`config.mk`:
```
export PLATFORM = sky130hd
export DESIGN_NAME = demux_1to3_32bit_flat
export DESIGN_NICKNAME = d
export VERILOG_FILES = /design/src/rtl/demux_1to3_32bit_pkg.sv /design/src/rtl/demux_1to3_32bit_if.sv /design/src/rtl/demux_1to3_32bit_sync_fifo.sv /design/src/rtl/demux_1to3_32bit.sv /design/src/flat_wrapper.sv
export SDC_FILE = /design/constraint.sdc
export NUM_CORES = 1
export LEC_CHECK = 0
export CORE_MARGIN = 2
export CORE_UTILIZATION = 40
export DETAILED_ROUTE_END_ITERATION = 6
export DONT_BUFFER_PORTS = 1
export REMOVE_ABC_BUFFERS = 1
export SLEW_MARGIN = 20
export SYNTH_ARGS = -nofsm -noshare
export SYNTH_HDL_FRONTEND = slang
export SYNTH_HIERARCHICAL = 1
export SYNTH_SLANG_ARGS = --single-unit
```
`constraint.sdc`:
```
create_clock -name Clock -period 9.3 [get_ports Clock]
set_clock_uncertainty 0.05 [all_clocks]
set_input_delay 0.465 -clock Clock [delete_from_list [all_inputs] [get_ports Clock]]
set_output_delay 0.465 -clock Clock [all_outputs]
set_load 0.05 [all_outputs]
```
`src/rtl/demux_1to3_32bit_pkg.sv`:
```
// Shared constants for the 1-to-3 word distributor: select encodings, port indices, entry sizing.
package demux_pkg;

    localparam int unsigned DATA_W  = 32;
    localparam int unsigned SEL_W   = 2;
    localparam int unsigned NUM_OUT = 3;

    // Select encodings; SEL_OUT2 stands for the whole 2'b1? group (only bit 1 is decoded)
    localparam logic [SEL_W-1:0] SEL_OUT0 = 2'b00;
    localparam logic [SEL_W-1:0] SEL_OUT1 = 2'b01;
    localparam logic [SEL_W-1:0] SEL_OUT2 = 2'b10;

    localparam int unsigned PORT0 = 0;
    localparam int unsigned PORT1 = 1;
    localparam int unsigned PORT2 = 2;

    // Queue entry holds {select, data}
    function automatic int unsigned entry_width(input int unsigned data_w);
        return data_w + SEL_W;
    endfunction

    // Select to one-hot destination; an unknown select falls through to all-x
    function automatic logic [NUM_OUT-1:0] sel_decode(input logic [SEL_W-1:0] sel);
        logic [NUM_OUT-1:0] onehot;
        if (sel == SEL_OUT0)
            onehot = 3'b001;
        else if (sel == SEL_OUT1)
            onehot = 3'b010;
        else if (sel[1] == SEL_OUT2[1])
            onehot = 3'b100;
        else
            onehot = 3'bxxx;
        return onehot;
    endfunction

endpackage

```
`src/rtl/demux_1to3_32bit_if.sv`:
```
// Producer/consumer bundle for the 1-to-3 distributor.
interface demux_1to3_32bit_if
    import demux_pkg::*;
#(
    parameter int unsigned WIDTH     = DATA_W,
    parameter int unsigned CNT_WIDTH = 8
);
    logic [WIDTH-1:0]     In;
    logic [SEL_W-1:0]     Select;
    logic                 In_Valid;
    logic                 In_Ready;
    logic [WIDTH-1:0]     Out0;
    logic [WIDTH-1:0]     Out1;
    logic [WIDTH-1:0]     Out2;
    logic [NUM_OUT-1:0]   Out_Valid;
    logic [NUM_OUT-1:0]   Out_Ready;
    logic [CNT_WIDTH-1:0] Count0;
    logic [CNT_WIDTH-1:0] Count1;
    logic [CNT_WIDTH-1:0] Count2;

    modport master (
        output In, Select, In_Valid, Out_Ready,
        input  In_Ready, Out0, Out1, Out2, Out_Valid, Count0, Count1, Count2
    );

    modport slave (
        input  In, Select, In_Valid, Out_Ready,
        output In_Ready, Out0, Out1, Out2, Out_Valid, Count0, Count1, Count2
    );
endinterface

```
`src/rtl/demux_1to3_32bit_sync_fifo.sv`:
```
// Generic synchronous FIFO; full blocks push even when a pop happens in the same cycle.
module sync_fifo #(
    parameter int unsigned WIDTH = 8,
    parameter int unsigned DEPTH = 2
) (
    input  logic             i_clk,
    input  logic             i_rst,
    input  logic             i_push,
    input  logic             i_pop,
    input  logic [WIDTH-1:0] i_data,
    output logic             o_full,
    output logic             o_empty,
    output logic [WIDTH-1:0] o_head
);
    localparam int unsigned PTR_W = (DEPTH > 1) ? $clog2(DEPTH) : 1;
    localparam int unsigned CNT_W = $clog2(DEPTH + 1);

    logic [WIDTH-1:0] r_mem [DEPTH];
    logic [PTR_W-1:0] r_wr_ptr;
    logic [PTR_W-1:0] r_rd_ptr;
    logic [CNT_W-1:0] r_occ;
    logic             w_push;
    logic             w_pop;

    assign o_full  = (r_occ == CNT_W'(DEPTH));
    assign o_empty = (r_occ == CNT_W'(0));
    assign o_head  = r_mem[r_rd_ptr];
    assign w_push  = i_push & ~o_full;
    assign w_pop   = i_pop & ~o_empty;

    // Pointer and occupancy tracking; pointers wrap naturally at DEPTH (power of two)
    always_ff @(posedge i_clk) begin
        if (i_rst) begin
            r_wr_ptr <= '0;
            r_rd_ptr <= '0;
            r_occ    <= '0;
        end else begin
            if (w_push)
                r_wr_ptr <= r_wr_ptr + PTR_W'(1);
            if (w_pop)
                r_rd_ptr <= r_rd_ptr + PTR_W'(1);
            case ({w_push, w_pop})
                2'b10:   r_occ <= r_occ + CNT_W'(1);
                2'b01:   r_occ <= r_occ - CNT_W'(1);
                default: r_occ <= r_occ;
            endcase
        end
    end

    // Storage write; contents are don't-care until pushed, so no reset
    always_ff @(posedge i_clk) begin
        if (w_push)
            r_mem[r_wr_ptr] <= i_data;
    end
endmodule

```
`src/rtl/demux_1to3_32bit.sv`:
```
// Buffered 1-to-3 word distributor: queue words with their select, present the head to one consumer.
module demux_1to3_32bit
    import demux_pkg::*;
#(
    parameter int unsigned WIDTH     = DATA_W,
    parameter int unsigned DEPTH     = 2,
    parameter int unsigned CNT_WIDTH = 8
) (
    input  logic               Clock,
    input  logic               Reset,
    demux_1to3_32bit_if.slave  bus
);
    localparam int unsigned ENT_W = entry_width(WIDTH);

    logic [ENT_W-1:0]     w_head;
    logic [WIDTH-1:0]     w_head_data;
    logic [SEL_W-1:0]     w_head_sel;
    logic                 w_full;
    logic                 w_empty;
    logic                 w_push;
    logic                 w_pop;
    logic [NUM_OUT-1:0]   w_out_valid;
    logic [WIDTH-1:0]     w_out_data;
    logic [WIDTH-1:0]     r_hold;
    logic [CNT_WIDTH-1:0] r_count0;
    logic [CNT_WIDTH-1:0] r_count1;
    logic [CNT_WIDTH-1:0] r_count2;

    sync_fifo #(
        .WIDTH (ENT_W),
        .DEPTH (DEPTH)
    ) u_fifo (
        .i_clk   (Clock),
        .i_rst   (Reset),
        .i_push  (w_push),
        .i_pop   (w_pop),
        .i_data  ({bus.Select, bus.In}),
        .o_full  (w_full),
        .o_empty (w_empty),
        .o_head  (w_head)
    );

    assign w_head_data = w_head[WIDTH-1:0];
    assign w_head_sel  = w_head[ENT_W-1:WIDTH];
    assign w_push      = bus.In_Valid & ~w_full;
    assign w_pop       = |(w_out_valid & bus.Out_Ready);

    // Destination decode and data select; empty queue shows the last delivered word
    always_comb begin
        w_out_valid = '0;
        w_out_data  = r_hold;
        if (!w_empty) begin
            w_out_valid = sel_decode(w_head_sel);
            w_out_data  = w_head_data;
        end
    end

    // Remember the word leaving the queue so data ports hold it while empty
    always_ff @(posedge Clock) begin
        if (Reset)
            r_hold <= '0;
        else if (w_pop)
            r_hold <= w_head_data;
    end

    // Per-port delivered-word counters, wrapping at 2^CNT_WIDTH
    always_ff @(posedge Clock) begin
        if (Reset) begin
            r_count0 <= '0;
            r_count1 <= '0;
            r_count2 <= '0;
        end else if (w_pop) begin
            if (w_out_valid[PORT0])
                r_count0 <= r_count0 + CNT_WIDTH'(1);
            if (w_out_valid[PORT1])
                r_count1 <= r_count1 + CNT_WIDTH'(1);
            if (w_out_valid[PORT2])
                r_count2 <= r_count2 + CNT_WIDTH'(1);
        end
    end

    assign bus.In_Ready  = ~w_full;
    assign bus.Out_Valid = w_out_valid;
    assign bus.Out0      = w_out_data;
    assign bus.Out1      = w_out_data;
    assign bus.Out2      = w_out_data;
    assign bus.Count0    = r_count0;
    assign bus.Count1    = r_count1;
    assign bus.Count2    = r_count2;
endmodule

```
`src/flat_wrapper.sv`:
```
// flat-port wrapper written by rule: the top's interface ports become plain ports
module demux_1to3_32bit_flat import demux_pkg::*;
#(
    parameter int unsigned WIDTH     = DATA_W,
    parameter int unsigned DEPTH     = 2,
    parameter int unsigned CNT_WIDTH = 8
)
  (Clock, Reset, bus_In, bus_Select, bus_In_Valid, bus_Out_Ready, bus_In_Ready, bus_Out0, bus_Out1, bus_Out2, bus_Out_Valid, bus_Count0, bus_Count1, bus_Count2);
  demux_1to3_32bit_if #(.WIDTH(WIDTH), .CNT_WIDTH(CNT_WIDTH)) bus_i ();
  input  logic Clock;
  input  logic Reset;
  input wire logic [$bits(bus_i.In)-1:0] bus_In;
  input wire logic [$bits(bus_i.Select)-1:0] bus_Select;
  input wire logic [$bits(bus_i.In_Valid)-1:0] bus_In_Valid;
  input wire logic [$bits(bus_i.Out_Ready)-1:0] bus_Out_Ready;
  output wire logic [$bits(bus_i.In_Ready)-1:0] bus_In_Ready;
  output wire logic [$bits(bus_i.Out0)-1:0] bus_Out0;
  output wire logic [$bits(bus_i.Out1)-1:0] bus_Out1;
  output wire logic [$bits(bus_i.Out2)-1:0] bus_Out2;
  output wire logic [$bits(bus_i.Out_Valid)-1:0] bus_Out_Valid;
  output wire logic [$bits(bus_i.Count0)-1:0] bus_Count0;
  output wire logic [$bits(bus_i.Count1)-1:0] bus_Count1;
  output wire logic [$bits(bus_i.Count2)-1:0] bus_Count2;
  assign bus_i.In = bus_In;
  assign bus_i.Select = bus_Select;
  assign bus_i.In_Valid = bus_In_Valid;
  assign bus_i.Out_Ready = bus_Out_Ready;
  assign bus_In_Ready = bus_i.In_Ready;
  assign bus_Out0 = bus_i.Out0;
  assign bus_Out1 = bus_i.Out1;
  assign bus_Out2 = bus_i.Out2;
  assign bus_Out_Valid = bus_i.Out_Valid;
  assign bus_Count0 = bus_i.Count0;
  assign bus_Count1 = bus_i.Count1;
  assign bus_Count2 = bus_i.Count2;
  demux_1to3_32bit #(.WIDTH(WIDTH), .DEPTH(DEPTH), .CNT_WIDTH(CNT_WIDTH)) u_core (.Clock(Clock), .Reset(Reset), .bus(bus_i));
endmodule
```
==> impl_table.tex <==
\begin{tabular}{lr}
\hline
Metric & Value \\
\hline
\multicolumn{2}{l}{\textbf{Layout}} \\
\quad Area used by multi-input combinational logic & 0.00222 mm\^{}2 \\
\quad Most common cell after layout, fill and taps aside & edfxtp\_1 \\
\quad Count of inserted antenna diode cells & 0 \\
\quad Layout Cells excl Fill & 640 \\
\quad Layout net count & 483 \\
\quad Layout Area Growth over Synthesis & 3.74\% \\
\quad Share of final-layout standard cells stronger than drive strength 1 & 20.6\% \\
\quad Fill cells & 1365 \\
\quad Most frequent cells in the layout & 68 x edfxtp\_1, 64 x nand2b\_1, 60 x dfxtp\_1 \\
\quad Total area of sequential cells & 0.00326 mm\^{}2 \\
\quad Final core area utilization & 42.0\% \\
\multicolumn{2}{l}{\textbf{STA}} \\
\quad Ratio of final minimum period to clock period & 37.7\% \\
\quad Worst slew pin tran & 952 ps \\
\quad Worst max-slew margin expressed relative to the limit & 36.3\% \\
\quad Smallest hold slack & 79.6 ps \\
\quad Total count of hold-check failures in the final report & 0 \\
\quad Maximum clock rate & 285 MHz \\
\quad Final setup violation count & 0 \\
\quad Unrepaired setup endpoints after global routing & false \\
\quad Final Critical Period & 3500 ps \\
\quad Pins over their slew limit & 0 \\
\quad Total Neg Setup Slack & 0 ps \\
\multicolumn{2}{l}{\textbf{Critical path}} \\
\quad Biggest fanout along the worst timing path & 34 \\
\quad Slack of the worst reg-to-reg path & 5800 ps \\
\quad Worst setup path category & reg2reg \\
\quad Type of element launching the critical path & flip-flop \\
\quad Worst path arrival time & 3800 ps \\
\quad Cell Chain, Critical Path & mux2\_1 -> nor2b\_1 -> a211oi\_4 -> buf\_4 -> o21a\_1 -> ha\_1 -> or3\_1 -> a21oi\_1 \\
\quad Slowest cell on crit path & dfxtp\_2 \\
\quad Critical path's largest stage delay & 910 ps \\
\quad CP Capture Type & flip-flop \\
\quad Required time at the endpoint of the critical path & 9600 ps \\
\multicolumn{2}{l}{\textbf{Die}} \\
\quad Die Outline Area & 0.0162 mm\^{}2 \\
\quad Height of the chip & 127 um \\
\quad I/O pin count & 164 \\
\quad Die X-Extent & 127 um \\
\quad Core area & 0.0150 mm\^{}2 \\
\quad Initial Util & 40.5\% \\
\quad Row cnt & 45 \\
\multicolumn{2}{l}{\textbf{Detailed routing}} \\
\quad Number of violations reported at the end of detailed-routing iteration 0 & 125 \\
\quad Per-cell routed wire length & 16.7 um \\
\quad DRT Pass-1 Iters & 4 \\
\quad Number of nets still failing antenna checks after routing & 0 \\
\quad Total wirelength of the detailed-routed design & 10700 um \\
\quad Overall via count from detail\_route & 3281 \\
\quad Ratio of routed vias to standard cells & 5.13 \\
\quad Number of DRC violations after detailed routing & 0 \\
\multicolumn{2}{l}{\textbf{Clocking}} \\
\quad Number of sinks on the clock net & 129 \\
\quad CTS-repair resized insts & 0 \\
\quad Number of levels the H-tree was split into & 4 \\
\quad TritonCTS clock tree & yes \\
\quad Post-CTS setup repair buffer count & 0 \\
\quad Clock-pin slew on the worst setup and hold paths & 60 ps \\
\quad Hold bufs inserted after CTS & 0 \\
\quad Root cell of the clock tree & clkbuf\_16 \\
\quad CTS Buf Count & 17 \\
\quad CTS Buffer Depth & 2 \\
\quad Clock latency at the later pin of the worst-skew pair & 410 ps \\
\multicolumn{2}{l}{\textbf{Synth}} \\
\quad Syn Std Cell Area & 0.00609 mm\^{}2 \\
\quad Warning count from the yosys run & 6 \\
\quad Predominant post-synthesis flop cell & edfxtp\_1 \\
\quad Post-synthesis cell count & 504 \\
\quad Average cell area after synthesis & 12.1 um\^{}2 \\
\quad Post-synth EDFFs & 68 \\
\quad Sequential fraction of the synthesis area & 53.6\% \\
\quad Flip-flop and latch count after synthesis & 129 \\
\quad Unique cell type count in the Yosys netlist & 37 \\
\quad Fraction of synthesis flops using an asynchronous set or reset pin & 0\% \\
\multicolumn{2}{l}{\textbf{GRT}} \\
\quad Antenna violations before repair & 1 \\
\quad Maximum number of pins on one net before global-route repair & 97 \\
\quad Overflow left after global routing & 0 \\
\quad Global-route wire length before repair & 17300 um \\
\quad Total global routing track utilization & 13.8\% \\
\quad Via count of the first global-routing pass & 3400 \\
\multicolumn{2}{l}{\textbf{Worst hold path}} \\
\quad Tightest Hold Check Type & in2reg \\
\multicolumn{2}{l}{\textbf{Place}} \\
\quad Input/output buffers & 0 \\
\quad Global placer's final weighted congestion & 0.749 \\
\quad HPWL after detailed placement & 6710 um \\
\quad Number of cells in the design after placement & 608 \\
\multicolumn{2}{l}{\textbf{Job}} \\
\quad MaxCap Viol Count & 0 \\
\multicolumn{2}{l}{\textbf{Outcome}} \\
\quad Run status & completed \\
\hline
\end{tabular}
## flip-flops by register name, indices dropped and copies added (netlist names), named ones only
| name | count |
|---|---|
| u_core/bus.Count0 | 8 |
| u_core/r_hold | 32 |
| u_core/u_fifo/r_mem | 68 |
| u_core/u_fifo/r_wr_ptr | 1 |
| u_core/bus.Count2 | 8 |
| u_core/u_fifo/r_rd_ptr | 1 |
| u_core/bus.Count1 | 8 |
| u_core/u_fifo/r_occ | 2 |
## cells in the mapped netlist, types with 4 or more instances
cell type  count  area, um^2
nor2_1        15        56.3
nor2b_1        5        31.3
nand2b_1      64         400
edfxtp_1      68        2040
nand3_1        6        30.0
ha_1           4        50.1
buf_4         65         488
o21ai_0       10        50.1
mux2_2        54         608
o31ai_1        6        45.0
nand2_1        6        22.5
or4_1          6        45.0
mux2i_1       36         360
or3_1         10        62.6
dfxtp_1       61        1220
buf_2          7        35.0
a21oi_1       16        80.1
mux2_1        15         169
clkbuf_1      13        48.8
inv_1         10        37.5
xor2_1         4        35.0
## through the flow
stage / cell area [um^2] / worst slack [ps]
3_5_place_dp: 5790 / 5730
6_report: 6320 / 5800
5_1_grt: 6320 / 5560
2_1_floorplan: 5500 / 4560
4_1_cts: 6320 / 5710
3_3_place_gp: 5790 / 5810
## path summary, 6_finish.rpt
kind                    startpoint  cells after the start                      to
setup / recovery         flip-flop                      8  u_core/u_fifo/r_occ[1]
hold / removal               Reset                      1               flip-flop
setup reg to reg         flip-flop                      8  u_core/u_fifo/r_occ[1]
hold reg to reg   u_core/r_hold[8]                      2        u_core/r_hold[8]
## layout make-up
cell class	count	area share, %
clock buffers	20	6.91
multi-input cells	276	35.1
inverters	11	0.653
well taps	188	3.72
repair buffers	4	0.475
flip-flops and latches	129	51.7
clock inverters	12	1.48
## layer usage
layer / up-vias / GRT usage [%] / share of wire [%]
met3: 21 / 6.95 / 9.6
met2: 115 / 22.3 / 48
met1: 1565 / 15.9 / 41
li1: 1578 / - / -
met5: - / 0 / 0.12
met4: 2 / 4.85 / 1.3
## critical path: cells and delay by family (launching register included)
kind / cells / cell delay, ps
AO/OA/AOI/OAI: 3 / 600
adder cells (fa/ha/maj): 1 / 280
buffers and inverters: 1 / 530
flip-flops: 1 / 910
multiplexers: 1 / 500
AND/OR/NAND/NOR: 2 / 550
## logic make-up (layout without fill, tap and decap cells)
group / count (synthesis) / in the layout / synth area share, %
AOI/OAI and AO/OA: 34 / 34 / 3.20
muxes: 105 / 105 / 18.7
xor gates and xnor gates: 7 / 7 / 1.01
and+or+nand+nor: 126 / 126 / 12.4
DFF: 129 / 129 / 53.6
adders and majority gates: 4 / 4 / 0.822
buffers and inverters: 99 / 47 / 10.4
Power is not shown: default switching activity piles up to over one toggle a cycle in this logic, so the estimate is an artifact.
